**config.mk**
```make
export PLATFORM = sky130hd
export DESIGN_NAME = unified_mem_arbiter
export DESIGN_NICKNAME = d
export VERILOG_FILES = /design/src/rtl/unified_mem_arbiter.sv
export SDC_FILE = /design/constraint.sdc
export NUM_CORES = 1
export LEC_CHECK = 0
export CORE_ASPECT_RATIO = 1.2
export CORE_UTILIZATION = 42
export CTS_CLUSTER_SIZE = 16
export DETAILED_ROUTE_END_ITERATION = 10
export GPL_TIMING_DRIVEN = 0
export PLACE_DENSITY = 0.81
export SLEW_MARGIN = 20
export SYNTH_ARGS = -nofsm -noshare
export SYNTH_HDL_FRONTEND = slang
export SYNTH_SLANG_ARGS = --single-unit
```
**constraint.sdc**
```tcl
create_clock -name clk -period 2.3 [get_ports clk]
set_clock_uncertainty 0.1 [all_clocks]
set_input_delay 0.46 -clock clk [delete_from_list [all_inputs] [get_ports clk]]
set_output_delay 0.46 -clock clk [all_outputs]
set_load 0.02 [all_outputs]
```
**src/rtl/unified_mem_arbiter.sv**
```systemverilog
// Shares one single-port memory between instruction fetch and load/store traffic:
// data wins by default, a starvation counter forces fetch through, and a timeout aborts hung accesses.
module unified_mem_arbiter #(
   parameter int ADDR_W     = 32,
   parameter int DATA_W     = 32,
   parameter int STARVE_MAX = 4,
   parameter int TIMEOUT    = 16
) (
   input  logic                clk,
   input  logic                n_rst,
   input  logic                i_req,
   input  logic [ADDR_W-1:0]   i_addr,
   output logic [DATA_W-1:0]   i_rdata,
   output logic                i_ready,
   output logic                i_err,
   input  logic                d_req,
   input  logic                d_wen,
   input  logic [ADDR_W-1:0]   d_addr,
   input  logic [DATA_W-1:0]   d_wdata,
   input  logic [DATA_W/8-1:0] d_be,
   output logic [DATA_W-1:0]   d_rdata,
   output logic                d_ready,
   output logic                d_err,
   output logic                mem_req,
   output logic                mem_wen,
   output logic [ADDR_W-1:0]   mem_addr,
   output logic [DATA_W-1:0]   mem_wdata,
   output logic [DATA_W/8-1:0] mem_be,
   input  logic [DATA_W-1:0]   mem_rdata,
   input  logic                mem_ready
);
   localparam int BE_W = DATA_W / 8;
   localparam int SC_W = $clog2(STARVE_MAX + 1);
   localparam int TC_W = $clog2(TIMEOUT + 1);
   localparam logic [SC_W-1:0] STARVE_LIM  = SC_W'(STARVE_MAX);
   localparam logic [TC_W-1:0] TIMEOUT_LIM = TC_W'(TIMEOUT);

   typedef enum logic [1:0] {IDLE, IBUSY, DBUSY} state_e;

   state_e              state_q, state_d;
   logic [SC_W-1:0]     starve_q, starve_d;
   logic [TC_W-1:0]     tmo_q, tmo_d;
   logic                mem_req_q, mem_req_d;
   logic                mem_wen_q, mem_wen_d;
   logic [ADDR_W-1:0]   mem_addr_q, mem_addr_d;
   logic [DATA_W-1:0]   mem_wdata_q, mem_wdata_d;
   logic [BE_W-1:0]     mem_be_q, mem_be_d;
   logic [DATA_W-1:0]   i_rdata_q, i_rdata_d;
   logic                i_ready_q, i_ready_d;
   logic                i_err_q, i_err_d;
   logic [DATA_W-1:0]   d_rdata_q, d_rdata_d;
   logic                d_ready_q, d_ready_d;
   logic                d_err_q, d_err_d;

   logic i_eff, d_eff, grant_i, grant_d, timed_out;

   // A requester is deaf in its own completion cycle; a held request counts again one cycle later.
   assign i_eff     = i_req & ~i_ready_q;
   assign d_eff     = d_req & ~d_ready_q;
   assign grant_i   = i_eff & (~d_eff | (starve_q == STARVE_LIM));
   assign grant_d   = d_eff & ~grant_i;
   assign timed_out = ~mem_ready & ((tmo_q + TC_W'(1)) == TIMEOUT_LIM);

   always_comb begin
      // NOTE: every next-state value defaults to its current value (pulses to 0) first, so no path leaves one unassigned and no latch is inferred.
      state_d     = state_q;
      starve_d    = starve_q;
      tmo_d       = tmo_q;
      mem_req_d   = mem_req_q;
      mem_wen_d   = mem_wen_q;
      mem_addr_d  = mem_addr_q;
      mem_wdata_d = mem_wdata_q;
      mem_be_d    = mem_be_q;
      i_rdata_d   = i_rdata_q;
      i_ready_d   = 1'b0;
      i_err_d     = 1'b0;
      d_rdata_d   = d_rdata_q;
      d_ready_d   = 1'b0;
      d_err_d     = 1'b0;

      unique case (state_q)
         IDLE: begin
            if (grant_d) begin
               state_d     = DBUSY;
               mem_req_d   = 1'b1;
               mem_wen_d   = d_wen;
               mem_addr_d  = d_addr;
               mem_wdata_d = d_wdata;
               mem_be_d    = d_be;
               tmo_d       = '0;
               if (!i_req)
                  starve_d = '0;
               else if (starve_q != STARVE_LIM)
                  starve_d = starve_q + SC_W'(1);
            end else if (grant_i) begin
               state_d     = IBUSY;
               mem_req_d   = 1'b1;
               mem_wen_d   = 1'b0;
               mem_addr_d  = i_addr;
               mem_wdata_d = '0;
               mem_be_d    = '1;
               tmo_d       = '0;
               starve_d    = '0;
            end
         end
         IBUSY, DBUSY: begin
            if (mem_ready || timed_out) begin
               state_d   = IDLE;
               mem_req_d = 1'b0;
               if (state_q == IBUSY) begin
                  i_ready_d = 1'b1;
                  i_err_d   = ~mem_ready;
                  if (mem_ready)
                     i_rdata_d = mem_rdata;
               end else begin
                  d_ready_d = 1'b1;
                  d_err_d   = ~mem_ready;
                  if (mem_ready && !mem_wen_q)
                     d_rdata_d = mem_rdata;
               end
            end else begin
               tmo_d = tmo_q + TC_W'(1);
            end
         end
         default: state_d = IDLE;
      endcase
   end

   // NOTE: state registers use non-blocking assignments so every flop samples pre-edge values regardless of evaluation order.
   always_ff @(posedge clk or negedge n_rst) begin
      if (!n_rst) begin
         state_q     <= IDLE;
         starve_q    <= '0;
         tmo_q       <= '0;
         mem_req_q   <= 1'b0;
         mem_wen_q   <= 1'b0;
         mem_addr_q  <= '0;
         mem_wdata_q <= '0;
         mem_be_q    <= '0;
         i_rdata_q   <= '0;
         i_ready_q   <= 1'b0;
         i_err_q     <= 1'b0;
         d_rdata_q   <= '0;
         d_ready_q   <= 1'b0;
         d_err_q     <= 1'b0;
      end else begin
         state_q     <= state_d;
         starve_q    <= starve_d;
         tmo_q       <= tmo_d;
         mem_req_q   <= mem_req_d;
         mem_wen_q   <= mem_wen_d;
         mem_addr_q  <= mem_addr_d;
         mem_wdata_q <= mem_wdata_d;
         mem_be_q    <= mem_be_d;
         i_rdata_q   <= i_rdata_d;
         i_ready_q   <= i_ready_d;
         i_err_q     <= i_err_d;
         d_rdata_q   <= d_rdata_d;
         d_ready_q   <= d_ready_d;
         d_err_q     <= d_err_d;
      end
   end

   assign mem_req   = mem_req_q;
   assign mem_wen   = mem_wen_q;
   assign mem_addr  = mem_addr_q;
   assign mem_wdata = mem_wdata_q;
   assign mem_be    = mem_be_q;
   assign i_rdata   = i_rdata_q;
   assign i_ready   = i_ready_q;
   assign i_err     = i_err_q;
   assign d_rdata   = d_rdata_q;
   assign d_ready   = d_ready_q;
   assign d_err     = d_err_q;
endmodule

```
## Word level (Yosys, flattened, before mapping)

Cells that the tools add are included.

- Multiply operators: 0
- Div/mod/pow operators: 0
- Reductions and logical operators: 14
- Eq/ne operators: 9
- Shift operators: 0
- $add $sub $neg: 2
- $lt $le $gt $ge: 0
- Multiplexer cells: 36
- Bitwise operators: 12

Operator list:

| kind | number |
|---|---|
| 32-bit 2-to-1 mux | 4 |
| 1-bit 2-to-1 mux | 17 |
| 5-bit 2-to-1 mux | 3 |
| 3-bit 2-to-1 mux | 4 |
| 5-bit case mux with 2 select lines | 1 |
| 3-bit AND reduction | 3 |
| 4-bit 2-to-1 mux | 2 |
| 4-bit AND reduction | 2 |
| 2-bit 2-to-1 mux | 3 |
| 3-bit != test, second input constant | 2 |
| 1-bit NOT | 6 |
| 5-bit by 1-bit adder with 5-bit output, second input constant | 1 |
| 1-bit AND | 5 |
| 5-bit == test, second input constant | 1 |
| 2-bit != test, second input constant | 2 |
| 2-bit case mux with 2 select lines | 1 |
| 2-bit AND reduction | 2 |
| 2-bit nonzero test | 2 |
| 3-bit by 1-bit adder with 3-bit output, second input constant | 1 |
| 3-bit == test, second input constant | 1 |
| 3-bit by 2-bit != test with 1-bit output, second input constant | 1 |
| 2-bit by 1-bit == test with 1-bit output, second input constant | 1 |
| 2-bit == test, second input constant | 1 |
| 2-bit logical NOT | 1 |
| 6 further kinds | 6 |

- Output and inout port bits: 138
- ROM bits: 0
- Latch bits: 0
- Bits in writable memories: 0
- Flip-flop bits (word level): 148
- Input bits: 138
- Memories: 0

## Depth between registers and ports, before layout

Gate-level depths: netlist of the first run.

- Word-level depth: 9
- Depth in mapped cells: 8

## Worst setup path after synthesis of the first run

OpenSTA, ideal clock, no wires.

- Path type: register to register
- From: register state_q[0]
- To: register d_rdata_q[10] (netlist: d_rdata[10])
- Slack: 0.302 ns
- Setup time: 0.125 ns
- Path buffers: 2
- Clock period less this slack: 1.998 ns
- Cell stages (with the launch flop): 8
- Required time: 2.075 ns
- Arrival: 1.773 ns
- Cell sequence: dfrtp_1 inv_1 ha_1 buf_4 inv_4 nor4b_4 buf_6 mux2_4

- Longest elaborated chain between the ends: 3
- Elaborated cells between the ends (all ways): 5
- Those cells by class: eq/ne (2); bitwise (1); reduce/logical (2)

Ends and longest elaborated chain:

| what | line | text |
|---|---|---|
| from (decl) | 40 | `state_e state_q, state_d;` |
| from (signal assigned) | 147 | `state_q <= state_d;` |
| 2-bit by 1-bit == test with 1-bit output / 2-bit == test (equally long branches) | 81, 110 |  |
| 2-bit OR reduction / 1-bit NOT (equally long branches) | - |  |
| 4-bit AND reduction (no line) * | - |  |
| to (signal assigned) | 158 | `d_rdata_q <= d_rdata_d;` |
| to (decl) | 51 | `logic [DATA_W-1:0] d_rdata_q, d_rdata_d;` |

Mark *: on every way between the ends. The rest lies on a longest branch, timed or not.
A chain may end at the register's enable or synchronous reset.

## Final worst setup path of the first run

- From: register state_q[0]
- To: register d_rdata_q[2] (netlist: d_rdata[2])

The elaborated chain is that of the path after synthesis.

==> impl_metrics.json, run 1 <==
{
  "finalCritPeriodShare": 0.961,
  "layout_common_cells": "clkdlybuf4s50_1, dfrtp_1, nand2_1, mux2_2, a22o_1",
  "path_buf_inv": 4,
  "cts_tree": "built",
  "maxSlewHeadroom": 0.501,
  "hold_start": "mem_ready",
  "rsz0062_at_grt": "false",
  "setup_ws_ns": 0.0899,
  "die_area_um2": 15100,
  "finalNetCount": 921,
  "numCtsBuffers": 17,
  "vias": 5021,
  "synthesis.nets": 626,
  "synth_seq_area_share": 0.605,
  "synth.largest_area_cell": "dfrtp_1",
  "timing_hold_violations_final": 0,
  "combPwrFrac": 0.495,
  "violations": "design-rule violations",
  "core_um2": 14000,
  "critPathTopFamily": "buffers and inverters",
  "fp-row-count": 47,
  "drc": 18,
  "ys_seq_elements": 148,
  "die_w_um": 112,
  "crit_path_start": "state_q[0]",
  "place_ws_ns": -0.103,
  "power_leakage_nw": 4.19,
  "worstPathMaxFanout": 10,
  "ir_worst_vdd_mv": 0.768,
  "synth_top_area_frac": 0.605,
  "dr.pass1.iters": 8,
  "async_flop_share": 1.00,
  "max_freq_mhz": 452,
  "finalSetupViolations": 0,
  "drive_gt1_frac": 0.156,
  "end_kind": "register",
  "grt_first_pass_wirelength_um": 27800,
  "finalCriticalPeriod_ns": 2.21,
  "cpPeakStageDelay_ns": 0.48,
  "swShare": 0.365,
  "cp_data_required_time_ns": 2.49,
  "initial_utilization": 0.437,
  "crit_chain": "inv_1, ha_1, buf_4, inv_4, nor4b_4, buf_6, mux2_4",
  "viasPerCell": 5.24,
  "grt_pass1_vias": 5369,
  "clkLatencyLatePin_ns": 0.41,
  "antenna_found_initial": 0,
  "gp_congestion": 0.910,
  "grt_max_degree": 87,
  "port_buffers": 274,
  "wirelength_um": 17400,
  "internal-power_mw": 8.92,
  "ys_types": 46,
  "cts_max_level": 4,
  "die_h_um": 134,
  "power_frac_clock": 0.187,
  "ys.flop_type": "dfrtp_1",
  "ioPinCount": 276,
  "cap_violations": 0,
  "synth_warnings": 0,
  "cts_root_buffer": "clkbuf_16",
  "grt-ovfl-total": 0,
  "worst-setup-path-type": "reg2reg",
  "hpwl_um": 13000,
  "syn_area_um2": 6120,
  "cts.clk_slew.worst_paths_ns": 0.06,
  "fill_cells": 1016,
  "routedWlPerCell_um": 18.2,
  "area_delta_synth_final_pct": 58.1,
  "drv_slew": 0,
  "cts.path.max_buffers": 2,
  "clock-sinks": 148,
  "cp-start-kind": "register",
  "final_common_cell": "clkdlybuf4s50_1",
  "num_antenna_cells": 0,
  "first_iter_violations": 279,
  "post_cts_buffers": 0,
  "avgSynthCellArea_um2": 12.7,
  "ant_nets": 0,
  "cp_slowest_cell": "nor4b_4",
  "switching_power_mw": 5.12,
  "synthCells": 483,
  "min_path_type": "in2reg",
  "sequentialPowerShare": 0.317,
  "r2r-start": "state_q[0]",
  "finalPower_mw": 14.0,
  "synth_edf_count": 0,
  "arrival_ns": 2.40,
  "powerDensity_nw_per_um2": 1450,
  "grt.total_usage": 0.238,
  "status": "finished with violations",
  "worst_pin_slew_ns": 0.741,
  "yosys-top-cells-area": "dfrtp_1, mux2_2, a22o_1"
}
[worst reg2reg max path, stage by stage, from the launching register on]
cell	delay (ns)
dfrtp_1	0.37
inv_1	0.05
ha_1	0.27
buf_4	0.16
inv_4	0.06
nor4b_4	0.49
buf_6	0.26
mux2_4	0.32
[synth_stat cells (2+ instances only)]
library cell	instances
buf_6	3
a31oi_1	33
nand2_1	74
and2_1	2
and4_1	2
and2b_1	2
clkbuf_1	3
dfrtp_1	148
a21oi_1	7
mux2_1	3
a211o_1	2
mux2_4	20
nand2b_1	5
nor2_1	33
nor3b_1	2
nand3_1	2
inv_1	5
and3_1	3
buf_2	21
o211ai_1	2
a22o_1	36
ha_1	5
o21ai_0	2
o22a_1	4
mux2_2	43
[registers in the layout (all words and copies together) (netlist names)]
signal and count:
mem_req 1, mem_be 4, mem_wdata 32, i_rdata 32, d_ready 1, i_err 1, mem_addr 32, d_rdata 32
state_q 2, starve_q 3, mem_wen 1, tmo_q 5, i_ready 1, d_err 1
[layout make-up]
class                           instances  area [µm²]  area share
Timing Repair Buffer                  276        2790       0.288
Multi-Input combinational cell        301        2230       0.231
Clock inverter                          6        80.1     0.00828
Tap cell                              171         214      0.0221
Clock buffer                           22         474      0.0490
Sequential cell                       148        3700       0.383
Inverter                                6        25.0     0.00259
Buffer                                 28         158      0.0163
[kinds of logic after synthesis]
logic type | count (synthesis) | synth area share
simple gates | 131 | 0.0951
fa+ha+maj | 5 | 0.0102
flops | 148 | 0.605
buf+inv | 34 | 0.0299
mux | 66 | 0.134
compound gates | 99 | 0.126
[power groups by stage]
stage	clock (mW)	combinational (mW)	sequential (mW)
after floorplan	0	2.43	5.74
after global placement	0	6.81	4.40
after detailed placement	0	6.99	4.47
after CTS	2.70	7.02	4.46
after global routing	2.80	7.37	4.60
final	2.63	6.96	4.46
[metrics by stage]
step	cells	hold slack, ns	instance area, µm²	TNS [ns]	utilization
4_1_cts	958	0.356	9670	0	0.691
2_1_floorplan	483	0.0644	6120	0	-
3_3_place_gp	928	0.369	9080	-730.01	0.648
3_5_place_dp	929	0.327	9110	-2.27	0.651
5_1_grt	958	0.389	9670	0	0.691
6_report	958	0.379	9670	0	0.691
[layer usage]
metal  global-route usage  wire (µm)  up-vias
li1                     -          -     2313
met1                0.273       6710     2458
met2                0.418       9180      212
met3               0.0502        980       38
met4                0.125        567        0
met5                    0          0        -
[final timing paths]
check | endpoint | slack, ns | cells past startpoint
worst min-delay path | mem_req | 0.38 | 3
max in group asynchronous | d_rdata[17] | 0.84 | 3
worst max-delay path | d_rdata[2] | 0.09 | 7
min in group asynchronous | mem_addr[6] | 0.48 | 2
worst max register to register | d_rdata[2] | 0.09 | 7
worst min register to register | d_rdata[17] | 0.39 | 1
[timing repair]
action | 4_1_cts | 5_1_grt
hold buffers | 1 | 0
resized for setup | 0 | 0
hold endpoints to repair | 62 | 0
No activity file was read; power rests on OpenSTA's default activity.
==> run 2, diff against run 1 <==
--- a/config.mk
+++ b/config.mk
@@ -5,8 +5,11 @@
 export SDC_FILE = /design/constraint.sdc
 export NUM_CORES = 1
 export LEC_CHECK = 0
+export ABC_CLOCK_PERIOD_IN_PS = 2300
+export CELL_PAD_IN_SITES_DETAIL_PLACEMENT = 0
+export CELL_PAD_IN_SITES_GLOBAL_PLACEMENT = 2
 export CORE_ASPECT_RATIO = 1.2
-export CORE_UTILIZATION = 42
+export CORE_UTILIZATION = 26
 export CTS_CLUSTER_SIZE = 16
 export DETAILED_ROUTE_END_ITERATION = 10
 export GPL_TIMING_DRIVEN = 0
==> impl_metrics.json, run 2 (same netlist as run 1, synthesis figures left out) <==
{
  "max_freq_mhz": 472,
  "setup_tns_ns": 0,
  "cts_tree": "built",
  "viasPerCell": 4.44,
  "worstPathMaxFanout": 10,
  "cts_max_level": 4,
  "hold_depth": 1,
  "vias": 4906,
  "die_w_um": 142,
  "hold_start": "d_rdata[20]",
  "gp_congestion": 0.739,
  "rsz0062_at_grt": "false",
  "die_h_um": 170,
  "powerDensity_nw_per_um2": 1430,
  "min_path_type": "reg2reg",
  "reg2regPathDepth": 7,
  "status": "completed",
  "cts.path.max_buffers": 2,
  "core_um2": 23100,
  "cp_slowest_cell": "nor4b_4",
  "grt-ovfl-total": 0,
  "arrival_ns": 2.31,
  "place_area_um2": 9290,
  "cp-start-kind": "register",
  "initial_utilization": 0.265,
  "grt_first_pass_wirelength_um": 28000,
  "r2r-start": "state_q[0]",
  "crit_chain": "inv_1, ha_1, buf_4, inv_4, nor4b_4, buf_6, mux2_4",
  "hpwl_um": 13000,
  "drive_gt1_frac": 0.161,
  "dr.pass1.iters": 4,
  "ioPinCount": 276,
  "cap_violations": 0,
  "grt_max_degree": 91,
  "drv_slew": 0,
  "maxSlewHeadroom": 0.530,
  "final_util": 0.428,
  "numCtsBuffers": 17,
  "r2r_slack_ns": 0.18,
  "die_area_um2": 24200,
  "first_iter_violations": 163,
  "end_kind": "register",
  "ir_worst_vdd_mv": 0.521,
  "area_delta_synth_final_pct": 61.9,
  "num_antenna_cells": 0,
  "fp-row-count": 61,
  "power_leakage_nw": 4.21,
  "finalSetupViolations": 0,
  "finalNetCount": 921,
  "finish.instance_area_um2": 9910,
  "cpPeakStageDelay_ns": 0.42,
  "cp_data_required_time_ns": 2.49,
  "timing_hold_violations_final": 0,
  "layout_common_cells": "clkdlybuf4s50_1, dfrtp_1, nand2_1, mux2_2, a22o_1",
  "grt.total_usage": 0.149,
  "drc": 0,
  "final_common_cell": "clkdlybuf4s50_1",
  "routedWlPerCell_um": 16.1,
  "ant_nets": 0,
  "cts.clk_slew.worst_paths_ns": 0.06,
  "worst_pin_slew_ns": 0.698,
  "antenna_found_initial": 0,
  "port_buffers": 274,
  "clkLatencyLatePin_ns": 0.41,
  "grt_pass1_vias": 5153,
  "finalCritPeriodShare": 0.922,
  "clock-sinks": 148,
  "finalCriticalPeriod_ns": 2.12,
  "cts_root_buffer": "clkbuf_16",
  "min_to": "d_rdata[20]",
  "cts_resized": 0,
  "regToRegEndpoint": "d_rdata[4]",
  "wirelength_um": 17800,
  "worst-setup-path-type": "reg2reg"
}
## run 2: power by group
group | total, mW | switching, mW | internal [mW]
sequential | 4.39 | 0.618 | 3.77
clock | 2.89 | 1.16 | 1.73
combinational | 6.93 | 3.44 | 3.49
## run 2: through the flow
stage,std cells,total power [mW],setup WS [ns],hold slack [ns]
floorplan,483,8.17,0.302,0.0644
global placement,1072,11.4,-5.80,0.369
detailed placement,1073,11.5,-0.0855,0.333
CTS,1106,14.4,0.0757,0.364
global route,1106,15.0,0.0112,0.408
finish,1106,14.2,0.180,0.389
## run 2: layout make-up
type | count | area, µm²
Clock buffer | 19 | 433
Sequential cell | 148 | 3700
Clock inverter | 13 | 174
Tap cell | 315 | 394
Multi-Input combinational cell | 301 | 2230
Buffer | 28 | 158
Inverter | 6 | 25.0
Fill cell | 2220 | 13200
Timing Repair Buffer | 276 | 2790
## run 2: metal layers
layer,share of wire,up-vias,wire length (µm),global-route usage
met3,0.050,20,891,0.0318
met4,0.015,0,259,0.0449
met5,0,-,0,0
li1,-,2334,-,-
met1,0.41,2407,7350,0.176
met2,0.52,145,9320,0.269
## run 2: worst max-delay path by stage
stage / startpoint / to / slack [ns]
global route: state_q[0] / d_rdata[18] / 0.01
floorplan: state_q[0] / d_rdata[10] / 0.30
finish: state_q[0] / d_rdata[4] / 0.18
global placement: n_rst / mem_wdata[10] / -5.80
CTS: state_q[0] / d_rdata[12] / 0.08
detailed placement: i_req / mem_wdata[26] / -0.09
## run 2: repair_timing
item	in CTS	in global routing
endpoints found under the setup margin	0	30
hold endpoints to repair	58	0
hold buffers	1	0
buffers inserted	0	0
## run 2: critical path, delay by kind of cell, from the launching register on
family | cells | cell delay, ns
buf+inv | 4 | 0.53
mux | 1 | 0.32
fa+ha+maj | 1 | 0.27
flops | 1 | 0.37
simple gates | 1 | 0.42
==> run 3, diff against run 2 <==
--- a/config.mk
+++ b/config.mk
@@ -12,7 +12,6 @@
 export CORE_UTILIZATION = 26
 export CTS_CLUSTER_SIZE = 16
 export DETAILED_ROUTE_END_ITERATION = 10
-export GPL_TIMING_DRIVEN = 0
 export PLACE_DENSITY = 0.81
 export SLEW_MARGIN = 20
 export SYNTH_ARGS = -nofsm -noshare
==> impl_metrics.json, run 3 (same netlist as run 1, synthesis figures left out) <==
{
  "cp_slowest_cell": "clkdlybuf4s50_1",
  "path_buf_inv": 1,
  "r2r_slack_ns": 0.26,
  "layout_common_cells": "clkdlybuf4s50_1, dfrtp_1, nand2_1, mux2_2, a22o_1",
  "clkLatencyLatePin_ns": 0.42,
  "gp_congestion": 0.717,
  "finalCritPeriodShare": 0.904,
  "drive_gt1_frac": 0.157,
  "die_w_um": 142,
  "worst_pin_slew_ns": 0.519,
  "cts.path.max_buffers": 2,
  "power_leakage_nw": 4.20,
  "drc": 0,
  "cts.clk_slew.worst_paths_ns": 0.07,
  "numCtsBuffers": 17,
  "hpwl_um": 12400,
  "cpPeakStageDelay_ns": 0.66,
  "fin_cells": 1098,
  "grt_pass1_vias": 5102,
  "finish.instance_area_um2": 9960,
  "setup_ws_ns": 0.220,
  "maxSlewHeadroom": 0.654,
  "initial_utilization": 0.265,
  "cts_tree": "built",
  "final_common_cell": "clkdlybuf4s50_1",
  "final_util": 0.431,
  "finalCriticalPeriod_ns": 2.08,
  "crit_chain": "clkdlybuf4s50_1",
  "cts_max_level": 4,
  "grt_first_pass_wirelength_um": 27300,
  "drv_slew": 0,
  "end_kind": "output port",
  "fp-row-count": 61,
  "cap_violations": 0,
  "dr.pass1.iters": 4,
  "finalPower_mw": 14.0,
  "arrival_ns": 1.52,
  "status": "completed",
  "min_path_type": "reg2reg",
  "finalNetCount": 912,
  "whs_ns": 0.384,
  "core_um2": 23100,
  "viasPerCell": 4.33,
  "place_ws_ns": 0.0500,
  "finalSetupViolations": 0,
  "port_buffers": 275,
  "powerDensity_nw_per_um2": 1410,
  "worst-setup-path-type": "reg2out",
  "die_h_um": 170,
  "routedWlPerCell_um": 15.7,
  "max_freq_mhz": 481,
  "area_delta_synth_final_pct": 62.7,
  "antenna_found_initial": 1,
  "vias": 4755,
  "grt_max_degree": 55,
  "grt-ovfl-total": 0,
  "first_iter_violations": 175,
  "cp-start-kind": "register",
  "wirelength_um": 17200,
  "rsz0062_at_grt": "false",
  "ant_nets": 0,
  "grt.total_usage": 0.146,
  "critPathTopFamily": "buffers and inverters",
  "ioPinCount": 276,
  "die_area_um2": 24200,
  "placedCellCount": 1064,
  "worstPathMaxFanout": 3,
  "cts_root_buffer": "clkbuf_16",
  "timing_hold_violations_final": 0,
  "setup_tns_ns": 0,
  "cp_data_required_time_ns": 1.74,
  "clock-sinks": 148,
  "ir_worst_vdd_mv": 0.483,
  "place_area_um2": 9360
}
run 3: worst paths after layout:
path	to	from	cells past startpoint
worst max-delay path	mem_wen	mem_wen	1
worst min-delay path	d_rdata[15]	d_rdata[15]	1
worst max register to register	d_rdata[11]	state_q[0]	6
worst min register to register	d_rdata[15]	d_rdata[15]	1
max in group asynchronous	mem_wdata[0]	n_rst	3
min in group asynchronous	i_rdata[23]	n_rst	2
run 3: where the power goes:
group	total [mW]	internal [mW]	leakage (nW)	switching, mW
logic	6.96	3.55	2.13	3.40
clock network	2.70	1.46	0.278	1.24
registers	4.37	3.77	1.79	0.607
total	14.0	8.79	4.20	5.25
run 3: repair_timing:
item                      in CTS  in global routing
gates resized for setup        0                  0
hold endpoints to repair      49                  0
setup buffers                  0                  0
hold buffers                   1                  0
run 3: layout make-up:
cell class | instances | area (µm²)
Inverter | 6 | 25.0
Multi-Input combinational cell | 301 | 2240
Sequential cell | 148 | 3700
Timing Repair Buffer | 295 | 3010
Clock buffer | 18 | 439
Tap cell | 315 | 394
Fill cell | 2178 | 13200
Antenna cell | 1 | 2.50
Clock inverter | 14 | 140
run 3: per-layer routing:
metal  GRT usage  up-vias  wire length (µm)
met5           0        -                 0
met4      0.0566        0               354
met3      0.0371       16               896
met2       0.257      141              8960
met1       0.169     2300              7030
li1            -     2298                 -
